[src/rtl/eeprom_pkg.sv]
// Shared EEPROM constants and FSM encodings for the UID checker (and the future EEPROM writer).
// Latency: n/a (declarations only).
// Backpressure: n/a.
package eeprom_pkg;

  localparam logic [7:0]  EE_CMD_READ    = 8'h03;
  localparam logic [31:0] EE_ERASED_WORD = 32'hFFFF_FFFF;
  localparam logic [7:0]  EE_DUMMY_BYTE  = 8'h00;

  // Default chip-select framing around a burst, in core clock cycles.
  localparam int EE_CS_SETUP_DEFAULT = 4;
  localparam int EE_CS_HOLD_DEFAULT  = 4;
  localparam int EE_TIMEOUT_DEFAULT  = 1024;

  // Top-level checker FSM.
  typedef enum logic [3:0] {
    ST_IDLE     = 4'd0,
    ST_SKIP     = 4'd1,
    ST_REQ      = 4'd2,
    ST_CS_SETUP = 4'd3,
    ST_CMD      = 4'd4,
    ST_ADDR_HI  = 4'd5,
    ST_ADDR_LO  = 4'd6,
    ST_READ     = 4'd7,
    ST_CS_HOLD  = 4'd8,
    ST_RELEASE  = 4'd9,
    ST_DONE     = 4'd10
  } ee_state_e;

  // Single-byte transaction FSM.
  typedef enum logic [1:0] {
    TX_IDLE = 2'd0,
    TX_ARM  = 2'd1,
    TX_WAIT = 2'd2
  } txn_state_e;

  // Chip select is low from setup through hold.
  function automatic logic ee_cs_low(input ee_state_e st);
    return (st == ST_CS_SETUP) || (st == ST_CMD) || (st == ST_ADDR_HI) ||
           (st == ST_ADDR_LO) || (st == ST_READ) || (st == ST_CS_HOLD);
  endfunction

endpackage

[src/rtl/eeprom_uid_checker_spi_byte_txn.sv]
// One SPI byte exchange: waits for an idle master, pulses start_xfer, returns the received byte.
// Latency: start_xfer >= 1 cycle after go; done in the cycle xfer_done arrives; timeout TIMEOUT_CYCLES after start_xfer.
// Backpressure: holds off start_xfer while xfer_active is high; go is only accepted when o_idle is high.
module spi_byte_txn
  import eeprom_pkg::*;
#(
  parameter int TIMEOUT_CYCLES = EE_TIMEOUT_DEFAULT
) (
  input  logic       i_clk,
  input  logic       i_rst,
  input  logic       i_go,
  input  logic [7:0] i_byte_in,
  output logic       o_idle,
  output logic       o_done,
  output logic [7:0] o_byte_out,
  output logic       o_timeout,
  output logic       o_start_xfer,
  output logic [7:0] o_tx_byte,
  input  logic       i_xfer_active,
  input  logic       i_xfer_done,
  input  logic [7:0] i_rx_byte
);

  localparam int TW = $clog2(TIMEOUT_CYCLES + 1);
  localparam logic [TW-1:0] TMR_LAST = TW'(TIMEOUT_CYCLES - 1);

  txn_state_e    r_state, w_state_nxt;
  logic [7:0]    r_byte;
  logic [TW-1:0] r_tmr;

  // Next state and handshake strobes.
  always_comb begin
    w_state_nxt  = r_state;
    o_start_xfer = 1'b0;
    o_done       = 1'b0;
    o_timeout    = 1'b0;
    case (r_state)
      TX_IDLE: if (i_go) w_state_nxt = TX_ARM;
      TX_ARM: begin
        if (!i_xfer_active) begin
          o_start_xfer = 1'b1;
          w_state_nxt  = TX_WAIT;
        end
      end
      TX_WAIT: begin
        if (i_xfer_done) begin
          o_done      = 1'b1;
          w_state_nxt = TX_IDLE;
        end else if (r_tmr == TMR_LAST) begin
          o_timeout   = 1'b1;
          w_state_nxt = TX_IDLE;
        end
      end
      default: w_state_nxt = TX_IDLE;
    endcase
  end

  // State, latched tx byte (stable until done) and per-byte timer restarted by start_xfer.
  always_ff @(posedge i_clk) begin
    if (i_rst) begin
      r_state <= TX_IDLE;
      r_byte  <= 8'h00;
      r_tmr   <= '0;
    end else begin
      r_state <= w_state_nxt;
      if (r_state == TX_IDLE && i_go) r_byte <= i_byte_in;
      if (o_start_xfer)               r_tmr  <= '0;
      else if (r_state == TX_WAIT)    r_tmr  <= r_tmr + TW'(1);
    end
  end

  assign o_idle     = (r_state == TX_IDLE);
  assign o_tx_byte  = r_byte;
  assign o_byte_out = i_rx_byte;

endmodule

[config.mk]
export PLATFORM = sky130hd
export DESIGN_NAME = spi_byte_txn
export DESIGN_NICKNAME = d
export VERILOG_FILES = /design/src/rtl/eeprom_pkg.sv /design/src/rtl/eeprom_uid_checker_spi_byte_txn.sv
export SDC_FILE = /design/constraint.sdc
export NUM_CORES = 1
export LEC_CHECK = 0
export BUFFER_PORTS_ARGS = -buffer_cell sky130_fd_sc_hd__buf_2
export CAP_MARGIN = 20
export CORE_MARGIN = 2
export CORE_UTILIZATION = 50
export DETAILED_ROUTE_END_ITERATION = 8
export PLACE_DENSITY = 0.83
export SLEW_MARGIN = 30
export SYNTH_ARGS = -nofsm -noshare
export SYNTH_HDL_FRONTEND = slang
export SYNTH_SLANG_ARGS = --single-unit
[constraint.sdc]
create_clock -name i_clk -period 4.11 [get_ports i_clk]
set_clock_uncertainty 0.05 [all_clocks]
set_input_delay 0.2055 -clock i_clk [delete_from_list [all_inputs] [get_ports i_clk]]
set_output_delay 0.2055 -clock i_clk [all_outputs]
set_load 0.02 [all_outputs]
==> results.yml, run 1 <==
power:
  ir_drop_mv: 0.2505
  p_leak_nw: 0.4822
  p_per_area_nw_per_um2: 322.6
yosys:
  synth_warnings: 0
  synthesis.nets: 132
  netlist_instances: 110
  ys_seq_area_frac: 0.4153
  synth_area_leaders: "dfxtp_1 (42%), mux2i_1 (12%), buf_4 (6.7%)"
  synthArstFlopShare: 0
  syn_area_um2: 1012
  synth-edff-count: 0
  synth_top_area_frac: 0.4153
  yosysMostFrequentCell: "dfxtp_1"
  synth.distinct_cells: 30
  ys_seq_elements: 21
  yosys.area.top_type: "dfxtp_1"
  syn_area_per_cell_um2: 9.202
  ys_top_cells_by_count: "dfxtp_1 (21), nor2_1 (13), mux2i_1 (12)"
  synth_top_flop_cell: "dfxtp_1"
critical_path:
  cp_data_arrival_time_ns: 1.66
  path_class: "reg2out"
  worst_setup_path_start_kind: "flip-flop"
  crit_required_ns: 3.85
  slowest_stage: "dfxtp_1"
  crit_chain: "nand4_2, or2_1, nor4_1, buf_2"
  cpPeakStageDelay_ns: 0.43
  crit_fanout: 6
  endpoint_kind: "output pin"
  reg2reg_slack_ns: 2.49
timing:
  finalSetupViolCount: 0
  fin_tns_setup_ns: 0
  maxSlewViolCount: 0
  post-route-min-period_ns: 1.916
  rsz0062_at_grt: "false"
  fmax_ghz: 0.5221
  layout_setup_ws_ns: 2.195
  tightestPinTransition_ns: 0.4368
  max_slew_margin: 0.7088
  report.final.hold_viol_count: 0
  fin_crit_sh: 0.4661
floorplan:
  coreArea_um2: 1942
  start_util: 0.5213
  num_io_pins: 41
  die_height_um: 49.00
  die-area_um2: 2401
  fp-row-count: 16
  die_w_um: 49.00
routing:
  drt_iter0_markers: 4
  via_count: 815
  routed_via_density: 5.292
  drc_errors: 0
  ant_nets: 0
  wl_per_cell_um: 13.00
  dr.pass1.iters: 4
  wirelength_um: 2002
global_routing:
  grt-ovfl-total: 0
  grt_pass1_vias: 878
  grtUsageTotal: 0.1921
  grt_max_degree: 13
  grt_pass1_wl_um: 3594
  grt_antenna_before_repair: 0
place:
  placed_cells: 150
  dp.final_hpwl_um: 1553
  dp_slack_ns: 2.526
  placed_area_um2: 1092
  gp_congestion: 0.8030
  io_buffers: 24
finish:
  final_cells: 154
  regArea_um2: 420.4
  final_util: 0.5760
  postLayoutCellArea_um2: 1119
  multiInputGateArea_um2: 488.0
  drive_gt1_frac: 0.2520
  nFillCells: 188
  antenna_cells: 0
  area_delta_synth_final_pct: 10.51
  fin_nets: 150
clock_tree:
  cts-root-buf: "clkbuf_4"
  clk_pin_slew_ns: 0.11
  clk_latency_ns: 0.31
  clock_sink_count: 21
  holdBufCountCts: 0
  post_cts_buffers: 0
  cts_buffers: 3
  cts_buffer_depth: 2
  tritoncts: "yes"
  cts_resized: 0
  htreeDepth: 1
worst_hold_path:
  hold_class: "in2reg"
status:
  outcome: "complete, no violations"
job:
  maxCapViolCount: 0
[layer usage]
metal	GRT usage	vias up	wire length (µm)
li1	-	413	-
met1	0.2154	363	844
met2	0.3447	34	982
met3	0.02454	5	127
met4	0.1143	0	48
met5	0	-	0
[final timing paths]
path,start,to,cells past startpoint
min reg2reg,r_tmr[9],r_tmr[9],2
max,r_tmr[4],o_timeout,4
max reg2reg,r_state[1],r_tmr[6],3
min,i_byte_in[6],o_tx_byte[6],3
[layout by cell type (no fill, tap or decap), types with 2 or more instances in the layout]
cell type and n:
o21ai_0 3, or3_1 2, buf_2 24, nand3b_1 3
or4_1 4, nand2b_1 2, clkbuf_4 3, o31ai_1 4
mux2i_1 12, dfxtp_1 21, nand2_1 3, inv_1 6
nand3_1 4, a21oi_1 6, nor2_1 13, nor4_1 2
[critical path, delay by kind of cell, from the launching register on]
family / cells / cell delay, ns
buffers and inverters: 1 / 0.22
flip-flops: 1 / 0.43
AND/OR/NAND/NOR: 3 / 0.71
[layout make-up]
cell class | count | area share
Sequential cell | 21 | 0.3758
Clock buffer | 4 | 0.02349
Inverter | 6 | 0.02013
Multi-Input combinational cell | 71 | 0.4362
Tap cell | 27 | 0.03020
Timing Repair Buffer | 25 | 0.1141
[power breakdown]
part	leakage (nW)	switching (mW)	internal [mW]	total [mW]
Clock	0.0150	0.0593	0.0379	0.0972
Sequential	0.171	0.00502	0.210	0.215
Combinational	0.296	0.0277	0.0205	0.0483
Total	0.482	0.0920	0.269	0.361
[registers in the layout, summed over array words and instances (netlist names)]
register / count
o_tx_byte: 8
r_state: 2
r_tmr: 11
[metrics by stage]
stage          hold slack (ns)  power [mW]
3_5_place_dp            0.3611      0.2684
2_1_floorplan           0.3027      0.2631
4_1_cts                0.06850      0.3667
5_1_grt                0.08468      0.3809
6_report               0.07843      0.3609
3_3_place_gp            0.3611      0.2668
[kinds of logic (layout without fill, tap and decap cells)]
logic type,count (synthesis),count (layout),synth area share
xor+xnor,2,2,0.01731
simple gates,42,42,0.2497
flops,21,21,0.4153
mux,12,12,0.1187
compound gates,14,14,0.08405
fa+ha+maj,1,1,0.01236
buf+inv,18,35,0.1026
Note: power is estimated with default switching activity, not from simulation.
==> inputs of run 2 (changes only) <==
Settings changed: CORE_ASPECT_RATIO from default to 1.75, CORE_UTILIZATION 50 to 42, PLACE_DENSITY 0.83 to 0.75.
Clock period 4.11 ns to 1.5 ns, I/O delays scaled along.
==> run 2 against run 1 <==
  * Routed wire length rose by 3.6%
  * The flow now finishes with violations (negative setup slack)
  * Worst setup slack lost 2.2 ns
  * Largest power group unchanged
  * Critical path type unchanged
  * Total power increased to 3.0 times the previous value
  * Flip-flop and latch count stayed put
  * Sequential power grew to 2.7 times the previous value
==> results.yml, run 2 (synthesized netlist as in run 1, its figures left out) <==
place:
  dp_slack_ns: 0.01480
  io_buffers: 24
  gp_congestion: 0.7720
  placed_area_um2: 1126
  placed_cells: 152
  dp.final_hpwl_um: 1583
routing:
  via_count: 861
  routed_via_density: 5.348
  wl_per_cell_um: 12.88
  drt_iter0_markers: 18
  drc_errors: 0
  dr.pass1.iters: 4
  wirelength_um: 2074
  ant_nets: 0
critical_path:
  crit_required_ns: 1.37
  slowest_stage: "dfxtp_2"
  critPathBufInv: 1
  endpoint_kind: "output pin"
  crit_chain: "nand4_4, or2_4, nor4_2, buf_4"
  worst_setup_path_start_kind: "flip-flop"
  cp_top_family: "simple AND/OR/NAND/NOR gates"
  cp_data_arrival_time_ns: 1.40
  cpPeakStageDelay_ns: 0.36
  crit_fanout: 5
  path_class: "reg2out"
power:
  p_leak_nw: 0.5483
  ir_drop_mv: 0.8520
  p_per_area_nw_per_um2: 865.4
  fin_total_pwr_mw: 1.092
finish:
  postLayoutCellArea_um2: 1262
  antenna_cells: 0
  fin_nets: 159
  final_util: 0.5484
  final_cells: 161
  area_delta_synth_final_pct: 24.72
  drive_gt1_frac: 0.3897
  final_cell_mix: "buf_2 (23), dfxtp_1 (14), nor2_1 (13)"
  top_register: "r_tmr"
  final_common_cell: "buf_2"
  largest_reg_flops: 11
clock_tree:
  htreeDepth: 1
  clk_latency_ns: 0.26
  cts_buffers: 3
  cts_buffer_depth: 2
  tritoncts: "yes"
  clock_sink_count: 21
  clk_pin_slew_ns: 0.07
  cts-root-buf: "clkbuf_8"
global_routing:
  grt_pass1_wl_um: 3381
  grt_antenna_before_repair: 0
  grt-ovfl-total: 0
  met3_usage: 0.03526
  grt_pass1_vias: 767
  grt_max_degree: 13
  met1_usage: 0.1932
  grtUsageTotal: 0.1790
  use_met2: 0.3125
  grt.busiest_layer: "met2"
timing:
  fin_crit_sh: 1.017
  rsz0062_at_grt: "true"
  layout_setup_ws_ns: -0.02487
  fmax_ghz: 0.6558
  tightestPinTransition_ns: 0.3669
  holdWs_ns: 0.001676
  post-route-min-period_ns: 1.525
  fin_tns_setup_ns: -0.02487
  finalSetupViolCount: 1
  report.final.hold_viol_count: 0
  max_slew_margin: 0.7532
  maxSlewViolCount: 0
worst_hold_path:
  hold_class: "in2reg"
floorplan:
  coreArea_um2: 2302
  num_io_pins: 41
  start_util: 0.4397
  die-area_um2: 2834
  die_w_um: 41.11
  die_height_um: 68.95
  fp-row-count: 23
status:
  violations: "negative setup slack"
  outcome: "finished, violations left"
job:
  maxCapViolCount: 0
run 2: cell types whose count changed in the layout (fill, tap and decap cells not counted), moves of 2 or more:
cell | before | now
buf_4 | 1 | 9
dfxtp_1 | 21 | 14
dfxtp_2 | 0 | 4
clkbuf_4 | 3 | 0
clkbuf_8 | 0 | 3
dfxtp_4 | 0 | 3
dlygate4sd3_1 | 0 | 2
run 2: worst paths after layout:
kind	start	end	slack [ns]	cells past startpoint
worst max register to register	r_tmr[1]	r_tmr[8]	0.08	4
worst max-delay path	r_tmr[7]	o_timeout	-0.02	4
worst min-delay path	i_byte_in[2]	o_tx_byte[2]	0.002	3
worst min register to register	o_tx_byte[4]	o_tx_byte[4]	0.44	2
run 2: worst min-delay path, stage by stage:
cell,delay (ns)
buf_2,0.07
mux2i_1,0.05
nor2_1,0.07
run 2: metal layers:
| layer | up-vias | wire length [µm] | part of all wire |
|---|---|---|---|
| met2 | 33 | 1173 | 0.57 |
| met4 | 0 | 38 | 0.018 |
| met3 | 4 | 111 | 0.054 |
| met1 | 394 | 750 | 0.36 |
| met5 | - | 0 | 0 |
| li1 | 430 | - | - |
run 2: power breakdown:
part	internal, mW	switching (mW)
Sequential	0.572	0.0132
Combinational	0.0664	0.0785
Clock	0.185	0.178
run 2: layout make-up:
cell class | count | area [µm²]
fill | 222 | 1040
multi-input combinational | 71 | 523.0
sequential | 21 | 436.7
timing repair buffer | 34 | 202.7
clock buffer | 3 | 41.29
tap | 25 | 31.28
inverter | 6 | 22.52
clock inverter | 1 | 5.005
run 2: what timing repair did:
action                                  4_1_cts  5_1_grt
setup buffers                                 1        2
hold buffers                                  2        0
resized for setup                            13        5
pin swaps                                     1        0
hold endpoints to repair                      2        0
endpoints found under the setup margin        4        5
